==> src/rtl/qpsk_frame_sync.sv <==
// ---------------------------------------------------------------------------
// qpsk_frame_sync
//
// Hard-decision QPSK frame synchroniser. Each valid symbol is sliced to a
// dibit {sign(I), sign(Q)} and shifted into a 32-bit window. While searching,
// the window (including the current symbol) is compared against the attached
// sync marker and its complement by Hamming distance. Once locked, the
// following FRAME_BYTES bytes are assembled MSB-first (phase-corrected when
// the complement marker was seen) and pushed into a small output FIFO with a
// valid/ready pop interface.
//
// Ports
//   clk        : clock
//   rst        : asynchronous active-high reset
//   I_in, Q_in : signed I/Q symbols (DATA_WIDTH bits)
//   valid_in   : I_in/Q_in carry a symbol this cycle (no backpressure)
//   byte_out   : FIFO head byte (0 when empty)
//   byte_valid : FIFO not empty
//   byte_ready : consumer accepts byte_out
//   locked     : frame state is LOCKED
//   inverted   : current frame was acquired on the complemented marker
//   overflow   : sticky, a completed byte was dropped on a full FIFO
// ---------------------------------------------------------------------------
module qpsk_frame_sync #(
    parameter int unsigned DATA_WIDTH  = 16,
    parameter logic [31:0] SYNC_WORD   = 32'h1ACFFC1D,
    parameter int unsigned MAX_ERR     = 2,
    parameter int unsigned FRAME_BYTES = 16,
    parameter int unsigned FIFO_DEPTH  = 4
) (
    input  logic                  clk,
    input  logic                  rst,
    input  logic [DATA_WIDTH-1:0] I_in,
    input  logic [DATA_WIDTH-1:0] Q_in,
    input  logic                  valid_in,
    output logic [7:0]            byte_out,
    output logic                  byte_valid,
    input  logic                  byte_ready,
    output logic                  locked,
    output logic                  inverted,
    output logic                  overflow
);

    localparam logic [0:0] S_SEARCH = 1'b0;
    localparam logic [0:0] S_LOCKED = 1'b1;

    localparam int unsigned BCW = (FRAME_BYTES > 1) ? $clog2(FRAME_BYTES) : 1;
    localparam int unsigned PW  = (FIFO_DEPTH > 1) ? $clog2(FIFO_DEPTH) : 1;
    localparam int unsigned CW  = PW + 1;

    function automatic logic [5:0] f_popcount(input logic [31:0] v);
        logic [5:0] n;
        n = '0;
        for (int unsigned k = 0; k < 32; k++) begin
            n = n + {5'd0, v[k]};
        end
        return n;
    endfunction

    // Framing state
    logic [0:0]     r_state;
    logic [31:0]    r_shift;
    logic           r_inverted;
    logic [1:0]     r_dibit_cnt;
    logic [BCW-1:0] r_byte_cnt;
    logic [5:0]     r_byte_acc;

    // FIFO state
    logic [7:0]     r_mem [FIFO_DEPTH];
    logic [PW-1:0]  r_wptr;
    logic [PW-1:0]  r_rptr;
    logic [CW-1:0]  r_count;
    logic           r_overflow;

    logic [1:0]     w_dibit;
    logic [1:0]     w_data_dibit;
    logic [31:0]    w_next_shift;
    logic [5:0]     w_dist_true;
    logic [5:0]     w_dist_inv;
    logic           w_match_true;
    logic           w_match_inv;
    logic           w_push;
    logic [7:0]     w_byte;
    logic           w_frame_end;
    logic           w_full;
    logic           w_pop;
    logic           w_wr;

    // Signed compare slices on the sign bit; a zero sample decides as 0.
    assign w_dibit      = {($signed(I_in) < 0), ($signed(Q_in) < 0)};
    assign w_data_dibit = w_dibit ^ {r_inverted, r_inverted};
    assign w_next_shift = {r_shift[29:0], w_dibit};

    assign w_dist_true  = f_popcount(w_next_shift ^ SYNC_WORD);
    assign w_dist_inv   = f_popcount(w_next_shift ^ ~SYNC_WORD);
    assign w_match_true = (w_dist_true <= 6'(MAX_ERR));
    assign w_match_inv  = (w_dist_inv  <= 6'(MAX_ERR));

    assign w_push      = valid_in && (r_state == S_LOCKED) && (r_dibit_cnt == 2'd3);
    assign w_byte      = {r_byte_acc, w_data_dibit};
    assign w_frame_end = w_push && (r_byte_cnt == BCW'(FRAME_BYTES - 1));

    assign w_full = (r_count == CW'(FIFO_DEPTH));
    assign w_pop  = byte_valid && byte_ready;
    // A same-edge pop frees the slot, so a push on a full FIFO still lands.
    assign w_wr   = w_push && (!w_full || w_pop);

    // -----------------------------------------------------------------------
    // Framing FSM, shift window and byte assembly
    // -----------------------------------------------------------------------
    always_ff @(posedge clk or posedge rst) begin
        if (rst) begin
            r_state     <= S_SEARCH;
            r_shift     <= '0;
            r_inverted  <= 1'b0;
            r_dibit_cnt <= '0;
            r_byte_cnt  <= '0;
            r_byte_acc  <= '0;
        end else if (valid_in) begin
            r_shift <= w_next_shift;
            if (r_state == S_SEARCH) begin
                r_dibit_cnt <= '0;
                r_byte_cnt  <= '0;
                if (w_match_true) begin
                    r_state    <= S_LOCKED;
                    r_inverted <= 1'b0;
                end else if (w_match_inv) begin
                    r_state    <= S_LOCKED;
                    r_inverted <= 1'b1;
                end
            end else begin
                r_byte_acc  <= {r_byte_acc[3:0], w_data_dibit};
                r_dibit_cnt <= r_dibit_cnt + 2'd1;
                if (w_push) begin
                    r_byte_cnt <= r_byte_cnt + BCW'(1);
                end
                if (w_frame_end) begin
                    r_state     <= S_SEARCH;
                    r_inverted  <= 1'b0;
                    r_dibit_cnt <= '0;
                    r_byte_cnt  <= '0;
                end
            end
        end
    end

    // -----------------------------------------------------------------------
    // Output FIFO
    // -----------------------------------------------------------------------
    always_ff @(posedge clk) begin
        if (w_wr) begin
            r_mem[r_wptr] <= w_byte;
        end
    end

    always_ff @(posedge clk or posedge rst) begin
        if (rst) begin
            r_wptr     <= '0;
            r_rptr     <= '0;
            r_count    <= '0;
            r_overflow <= 1'b0;
        end else begin
            if (w_wr) begin
                r_wptr <= r_wptr + PW'(1);
            end
            if (w_pop) begin
                r_rptr <= r_rptr + PW'(1);
            end
            case ({w_wr, w_pop})
                2'b10:   r_count <= r_count + CW'(1);
                2'b01:   r_count <= r_count - CW'(1);
                default: r_count <= r_count;
            endcase
            if (w_push && w_full && !w_pop) begin
                r_overflow <= 1'b1;
            end
        end
    end

    // Head byte is gated so it reads 0 while the FIFO is empty or in reset.
    assign byte_valid = (r_count != '0);
    assign byte_out   = byte_valid ? r_mem[r_rptr] : 8'h00;
    assign locked     = (r_state == S_LOCKED);
    assign inverted   = r_inverted;
    assign overflow   = r_overflow;

endmodule

==> config.mk <==
export PLATFORM = sky130hd
export DESIGN_NAME = qpsk_frame_sync
export DESIGN_NICKNAME = d
export VERILOG_FILES = /design/src/rtl/qpsk_frame_sync.sv
export SDC_FILE = /design/constraint.sdc
export NUM_CORES = 1
export LEC_CHECK = 0
export ABC_AREA = 1
export BUFFER_PORTS_ARGS = -buffer_cell sky130_fd_sc_hd__buf_2
export CELL_PAD_IN_SITES_DETAIL_PLACEMENT = 1
export CELL_PAD_IN_SITES_GLOBAL_PLACEMENT = 1
export CORE_MARGIN = 3
export CORE_UTILIZATION = 40
export CTS_CLUSTER_DIAMETER = 200
export DETAILED_ROUTE_END_ITERATION = 7
export PLACE_DENSITY_LB_ADDON = 0.1
export SETUP_SLACK_MARGIN = 0.3
export SYNTH_ARGS = -nofsm -noshare
export SYNTH_HDL_FRONTEND = slang
export SYNTH_SLANG_ARGS = --single-unit
==> constraint.sdc <==
create_clock -name clk -period 5.4 [get_ports clk]
set_clock_uncertainty 0.2 [all_clocks]
set_input_delay 0.81 -clock clk [delete_from_list [all_inputs] [get_ports clk]]
set_output_delay 0.81 -clock clk [all_outputs]
set_load 0.01 [all_outputs]
**Word-level counts from Yosys, hierarchy flattened**

Memories as Yosys holds them, arrays and structs flattened.
Cells that the tools add are included.

- Register bits: 52
- Latch bits: 0
- Memory bits (writable): 32
- ROM bits: 0
- Input port bits: 36
- Word-level logic and storage cells: 126
- Memories: 1

- $add $sub $neg: 68
- $mul: 0
- Div/mod/pow operators: 0
- Order comparisons: 4
- Equal/unequal tests: 7
- Shift-type cells: 0
- Mux-type cells: 17
- Bitwise operators: 3
- Reductions and logical operators: 16

Memory list:

| memory | words | width | read ports | clocked after Yosys merged registers in | write ports | line | RTL |
|---|---|---|---|---|---|---|---|
| r_mem | 4 | 8 | 1 | 0 | 1 | 69 | `logic [7:0] r_mem [FIFO_DEPTH];` |

Operator list:

| kind | count |
|---|---|
| $add A6 B1 Y6 | 52 |
| $lt A16 B1 Y1 const B | 2 |
| $not A19 Y19 | 1 |
| $not A13 Y13 | 1 |
| $add A5 B1 Y6 | 2 |
| $le A6 B2 Y1 const B | 2 |
| $mux W4 | 3 |
| $add A4 B1 Y5 | 2 |
| $mux W1 | 10 |
| $add A3 B1 Y4 | 2 |
| $mux W8 | 1 |
| $logic_and A1 B1 Y1 | 7 |
| $add A2 B1 Y2 const B | 3 |
| $add A2 B1 Y3 | 2 |
| $pmux W3 S2 | 1 |
| $reduce_bool A3 Y1 | 2 |
| $add A1 B1 Y2 | 2 |
| $add A4 B1 Y4 const B | 1 |
| $eq A2 B2 Y1 const B | 2 |
| $eq A4 B4 Y1 const B | 1 |
| $mux W2 | 2 |
| $reduce_and A2 Y1 | 2 |
| $add A3 B1 Y3 const B | 1 |
| $eq A3 B3 Y1 const B | 1 |
| other kinds (9) | 10 |

**Longest topological paths before layout**

Gate-level depths: netlist (run 1).

- Depth in word-level cells: 37
- Gate-level depth with buffers: 23
- Depth with buffers taken out: 23

**Worst setup path after synthesis (run 1)**

No wires, ideal clock.

- Path type: in2reg
- Start point: input port I_in[15]
- End point: register r_inverted, in the netlist inverted
- Library setup time: 117 ps
- Arrival time: 5078 ps
- Path slack: 5 ps
- Cell stages on the path: 22
- Cell sequence: fa_1 -> inv_1 -> fa_1 -> fa_1 -> inv_1 -> fa_1 -> fa_1 -> inv_1 -> fa_1 -> inv_1 -> ha_1 -> inv_1 -> fa_1 -> inv_1 -> nand2_1 -> nand2_1 -> nor2_1 -> nand2_1 -> nand3_1 -> nand3_1 -> nand2_1 -> nand2_1

- Word-level cells in the longest chain between the ends: 36

RTL lines:

| element | line | RTL |
|---|---|---|
| start, declared | 33 | `input logic [DATA_WIDTH-1:0] I_in,` |
| $lt A16 B1 Y1 * | 90 | `assign w_dibit = {($signed(I_in) < 0), ($signed(Q_in) < 0)};` |
| $not A13 Y13 (no line) | n/a |  |
| $add A1 B1 Y2 | 55 | `n = n + {5'd0, v[k]};` |
| $add A2 B1 Y3 | 55 |  |
| $add A3 B1 Y4 | 55 |  |
| $add A4 B1 Y5 | 55 |  |
| $add A5 B1 Y6 | 55 |  |
| $add A6 B1 Y6 (26 in a row) | 55 |  |
| $le A6 B2 Y1 | 97 | `assign w_match_inv = (w_dist_inv <= 6'(MAX_ERR));` |
| $reduce_bool A3 Y1 (no line) | n/a |  |
| $reduce_and A3 Y1 (no line) | n/a |  |
| end signal, assigned | 115 | `r_inverted <= 1'b0;` |
| end signal, assigned | 126 | `r_inverted <= 1'b0;` |
| end signal, assigned | 129 | `r_inverted <= 1'b1;` |
| end, declared | 63 | `logic r_inverted;` |

Mark *: on every way between the ends. The rest lies on a longest branch, timed or not.
A chain may end at the register's enable or synchronous reset.

**Final worst setup path (run 1)**

Ends and elaborated chain as after synthesis.

==> impl_metrics.toml, run 1 <==
[outcome]
status = "finished clean"

[cells_and_area]
final_util = 0.477
n_antenna_cell = 0
fin_nets = 642
final_common_cell = "inv_1"
drive_gt1_frac = 0.140
layout_common_cells = "inv_1, nand2_1, nor2_1"
syn2layout_area_growth_pct = 16.0
fin_cells = 710

[logic_synthesis]
syn_nets = 601
ys_async_sr_fraction = 0.619
synth.yosys.seq_area_share = 0.456
yosys.cell_types.count = 26
synth-seq-cells = 84
synthFlopType = "dfrtp_1"
synth_area_leaders = "dfrtp_1, fa_1, edfxtp_1"
synth_cells = 496
yosys_warnings = 0
synth-edff-count = 32
syn_area_per_cell_um2 = 10.0
synth_top_area_frac = 0.262
yosysTopAreaCell = "dfrtp_1"
synth_area_mm2 = 0.00496

[sta]
worst_slew_pin_slew_ns = 0.915
relSlewSlack = 0.388
min_period_ns = 5.35
slew_violations = 0
fmax_mhz = 187
fin_crit_sh = 0.990
setup_violations = 0
setup_tns_ns = 0
rsz0062_at_grt = "true"
hold_violations = 0

[place]
routabilityCongestion = 0.754
dpl.hpwl_um = 7860
dp.cells = 691
portBuffers = 17

[grt]
grt-ovfl-total = 0
grt_usage = 0.170
antenna_found_initial = 0
grt_max_degree = 57
grt_pass1_vias = 3708
grt_pass1_wl_um = 18400

[clocking]
cts_max_level = 3
clock_latency_ns = 0.34
cts_hold_buf = 0
root_buffer = "clkbuf_16"
cts_tree = "built"
clkSinkCount = 84
clkSlewWorstSetupHoldPaths_ns = 0.06
cts_buffer_depth = 2
numCtsBuffers = 9

[critical_path]
cp.required_ns = 5.44
cp_cell_sequence = "buf_8 -> buf_4 -> fa_1 -> fa_1 -> fa_1 -> inv_1 -> fa_1 -> fa_1 -> inv_1 -> fa_1 -> inv_1 -> ha_2 -> fa_1 -> nand2_1 -> nand2_1 -> nor2_2 -> nand2_2 -> nand3_2 -> nand3_2 -> nand2_1 -> nand2_1"
regToRegSetupSlack_ns = 0.16
cp_max_fo = 3
critPathLaunchType = "input pin"
arrival_ns = 5.38
cpPeakStageDelay_ns = 0.55
crit_buf_inv = 5
cp_top_family = "adder cells"
crit_slowest_cell = "fa_1"
cp_common_cell = "fa_1"
end_kind = "register"
crit_type = "input pin to register"

[routing]
vias = 3315
wirelength_um = 10700
drtIter0Drc = 139
wire_per_inst_um = 15.1
drt-pass1-iter-count = 4
remaining_drc_errors = 0
routed_via_density = 4.67
postRouteAntennaNets = 0

[min_path]
holdCritPathClass = "register to register"

[floorplan]
num_io_pins = 48
core_mm2 = 0.0121
dieHeight_um = 117
std_cell_rows = 40
start_util = 0.412
die-width_um = 117
die_area_mm2 = 0.0138

[run]
maxCapViolCount = 0
==> final timing paths <==
kind,from,to,depth (start not counted)
worst max-delay path,I_in[15],inverted,21
worst min-delay path,overflow,overflow,1
worst max register to register,r_shift[7],inverted,22
worst min register to register,overflow,overflow,1
max in group asynchronous,rst,r_shift[16],3
min in group asynchronous,rst,r_shift[10],3
==> worst reg2reg max path: cells and delay by family, from the launching register on <==
family | cells | cell delay, ns
fa+ha+maj | 8 | 3.58
buf+inv | 6 | 0.34
flops | 1 | 0.41
simple gates | 8 | 0.58
==> Yosys cell counts, types with 2 or more instances <==
cell type	number
a21oi_1	13
a22o_1	2
buf_1	3
buf_2	3
clkbuf_1	5
dfrtp_1	52
edfxtp_1	32
fa_1	49
ha_1	20
inv_1	109
nand2_1	84
nand2_4	2
nand3_1	6
nor2_1	55
o21ai_0	45
o21ai_2	2
xor2_1	5
==> area by class of cell <==
type | count | area (um2)
Fill cell | 1362 | 6300
Multi-Input combinational cell | 291 | 2270
Sequential cell | 84 | 2260
Inverter | 110 | 413
Timing Repair Buffer | 41 | 289
Clock buffer | 11 | 233
Tap cell | 168 | 210
Clock inverter | 5 | 76.3
==> cells by family after synthesis <==
| group | after synthesis | share of synthesized area |
|---|---|---|
| fa+ha+maj | 69 | 0.248 |
| xor+xnor | 5 | 0.00882 |
| compound gates | 66 | 0.0711 |
| simple gates | 151 | 0.124 |
| buf+inv | 121 | 0.0922 |
| flops | 84 | 0.456 |
==> registers in the layout, summed over array words and instances (netlist names), 2 cells and up <==
| register | cells |
|---|---|
| r_dibit_cnt | 2 |
| r_byte_acc | 6 |
| r_byte_cnt | 4 |
| r_rptr | 2 |
| r_shift | 30 |
| r_wptr | 2 |
| r_mem | 32 |
| r_count | 3 |
==> repair_timing <==
action | in CTS | in global routing
resized for setup | 10 | 7
gates cloned | 0 | 0
endpoints found under the setup margin | 2 | 2
pin swaps | 11 | 3
buffers inserted | 1 | 2
==> routing by layer <==
metal | vias up | GRT usage | routed length, um
li1 | 1590 | - | -
met1 | 1688 | 0.219 | 4990
met2 | 24 | 0.286 | 5330
met3 | 13 | 0.0371 | 248
met4 | 0 | 0.0572 | 170
met5 | - | 0 | 0
==> stage by stage <==
stage          setup WS, ns  hold slack (ns)  cell area (um2)
3_3_place_gp         -0.420            0.253             5380
2_1_floorplan         0.105            0.250             4970
6_report             0.0547            0.280             5760
4_1_cts              0.0371            0.289             5730
5_1_grt              -0.144            0.312             5760
3_5_place_dp         -0.486            0.276             5380
Power of run 1 is not shown: default switching activity piles up to over one toggle a cycle in this logic, so the estimate is an artifact.
==> run 2, diff against run 1 <==
--- a/config.mk
+++ b/config.mk
@@ -7,6 +7,7 @@
 export LEC_CHECK = 0
 export ABC_AREA = 1
 export BUFFER_PORTS_ARGS = -buffer_cell sky130_fd_sc_hd__buf_2
+export CAP_MARGIN = 5
 export CELL_PAD_IN_SITES_DETAIL_PLACEMENT = 1
 export CELL_PAD_IN_SITES_GLOBAL_PLACEMENT = 1
 export CORE_MARGIN = 3
==> constraint.sdc (replaced) <==
create_clock -name clk -period 5.4 [get_ports clk]
set_clock_uncertainty 0.2 [all_clocks]
set_input_delay 0.27 -clock clk [delete_from_list [all_inputs] [get_ports clk]]
set_output_delay 0.27 -clock clk [all_outputs]
set_load 0.01 [all_outputs]
==> impl_metrics.toml, run 2 (synthesized netlist as in run 1, its figures left out) <==
[outcome]
status = "finished clean"

[grt]
grt-ovfl-total = 0
grt_max_degree = 57
grt_pass1_vias = 3592
grt_pass1_wl_um = 18400
antenna_found_initial = 0
grt_usage = 0.171

[cells_and_area]
final_common_cell = "inv_1"
layout_common_cells = "inv_1, nand2_1, nor2_1"
reg.largest.list = "r_mem (32), r_shift (30), r_byte_acc (6)"
drive_gt1_frac = 0.147
final_util = 0.476
syn2layout_area_growth_pct = 15.7
fin_nets = 645
nFillCells = 1386
n_antenna_cell = 0
multi_input_area_mm2 = 0.00226
postLayoutCellArea_mm2 = 0.00574
fin_cells = 713
seq_area_mm2 = 0.00226
largest_reg_flops = 32
regMostFlops = "r_mem"

[sta]
rsz0062_at_grt = "true"
min_period_ns = 5.26
fin_crit_sh = 0.973
relSlewSlack = 0.349
slew_violations = 0
hold_violations = 0
fmax_mhz = 190
worst_slew_pin_slew_ns = 0.977
setup_violations = 0

[routing]
postRouteAntennaNets = 0
drt-pass1-iter-count = 4
wirelength_um = 10800
remaining_drc_errors = 0
routed_via_density = 4.54
wire_per_inst_um = 15.1
drtIter0Drc = 132
vias = 3238

[floorplan]
start_util = 0.412
num_io_pins = 48
core_mm2 = 0.0121
die_area_mm2 = 0.0138
std_cell_rows = 40
dieHeight_um = 117
die-width_um = 117

[clocking]
clock_latency_ns = 0.35
cts_max_level = 3
clkSlewWorstSetupHoldPaths_ns = 0.06
clkSinkCount = 84
root_buffer = "clkbuf_16"
cts_buffer_depth = 2
cts_tree = "built"
numCtsBuffers = 9

[place]
dp.cells = 689
portBuffers = 17
dpl.hpwl_um = 8130
routabilityCongestion = 0.759
dpl_cell_area_mm2 = 0.00536

[critical_path]
end_kind = "register"
reg2reg_depth = 23
crit_type = "register to register"
regToRegSetupSlack_ns = 0.14
cp.required_ns = 5.44
critPathLaunchType = "register"
cp_max_fo = 3
arrival_ns = 5.29

[run]
maxCapViolCount = 0

[min_path]
holdCritPathClass = "input pin to register"
hold_path_depth = 4
## run 2: changes by cell type in the layout (fill, tap and decap cells not counted), moves of 2 or more
cell / before / now
inv_1: 105 / 101
inv_2: 5 / 9
buf_4: 23 / 26
buf_2: 15 / 17
buf_8: 2 / 0
## run 2: area by class of cell
type                            instances  share of cell area
Multi-Input combinational cell        291               0.394
Sequential cell                        84               0.394
Inverter                              110              0.0719
Timing Repair Buffer                   44              0.0505
Clock buffer                           11              0.0423
Tap cell                              168              0.0366
Clock inverter                          5              0.0105
## run 2: per-layer routing
layer | share of wire | track usage | vias up
met2 | 0.48 | 0.270 | 28
met3 | 0.024 | 0.0347 | 11
li1 | - | - | 1591
met5 | 0 | 0 | -
met4 | 0.015 | 0.0550 | 0
met1 | 0.48 | 0.239 | 1608
## run 2: timing repair
action | in CTS | in global routing
setup endpoints to repair | 2 | 2
hold buffers | 1 | 0
gates cloned | 0 | 0
buffers inserted | 5 | 2
hold endpoints to repair | 52 | 0
resized for setup | 10 | 4
pin swaps | 6 | 2
## run 2: stage by stage
stage          setup TNS [ns]  setup slack, ns  hold WS (ns)
4_1_cts                     0            0.113        0.0836
6_report                    0            0.143        0.0968
3_3_place_gp                0           0.0630         0.256
3_5_place_dp          -0.0366          -0.0366         0.275
5_1_grt               -0.0585          -0.0561         0.127
2_1_floorplan               0            0.415         0.187
## run 2: final timing paths
kind | startpoint | to
worst min register to register | r_shift[24] | r_shift[26]
worst max register to register | r_shift[12] | inverted
min in group asynchronous | rst | r_count[1]
worst max-delay path | r_shift[12] | inverted
max in group asynchronous | rst | r_shift[2]
worst min-delay path | byte_ready | overflow
## run 2: critical path, stage by stage (launching register included)
cell	delay, ns
dfrtp_1	0.37
inv_2	0.05
fa_1	0.56
inv_2	0.06
fa_1	0.48
fa_1	0.49
inv_1	0.05
fa_1	0.46
fa_1	0.52
inv_1	0.05
fa_1	0.44
inv_1	0.07
ha_2	0.18
inv_2	0.04
fa_1	0.48
inv_1	0.04
nand2_1	0.07
nand2_1	0.07
nor2_2	0.10
nand2_1	0.07
nand3_2	0.08
nand3_2	0.07
nand2_1	0.10
nand2_1	0.05
Power of run 2 is left out for the same reason.
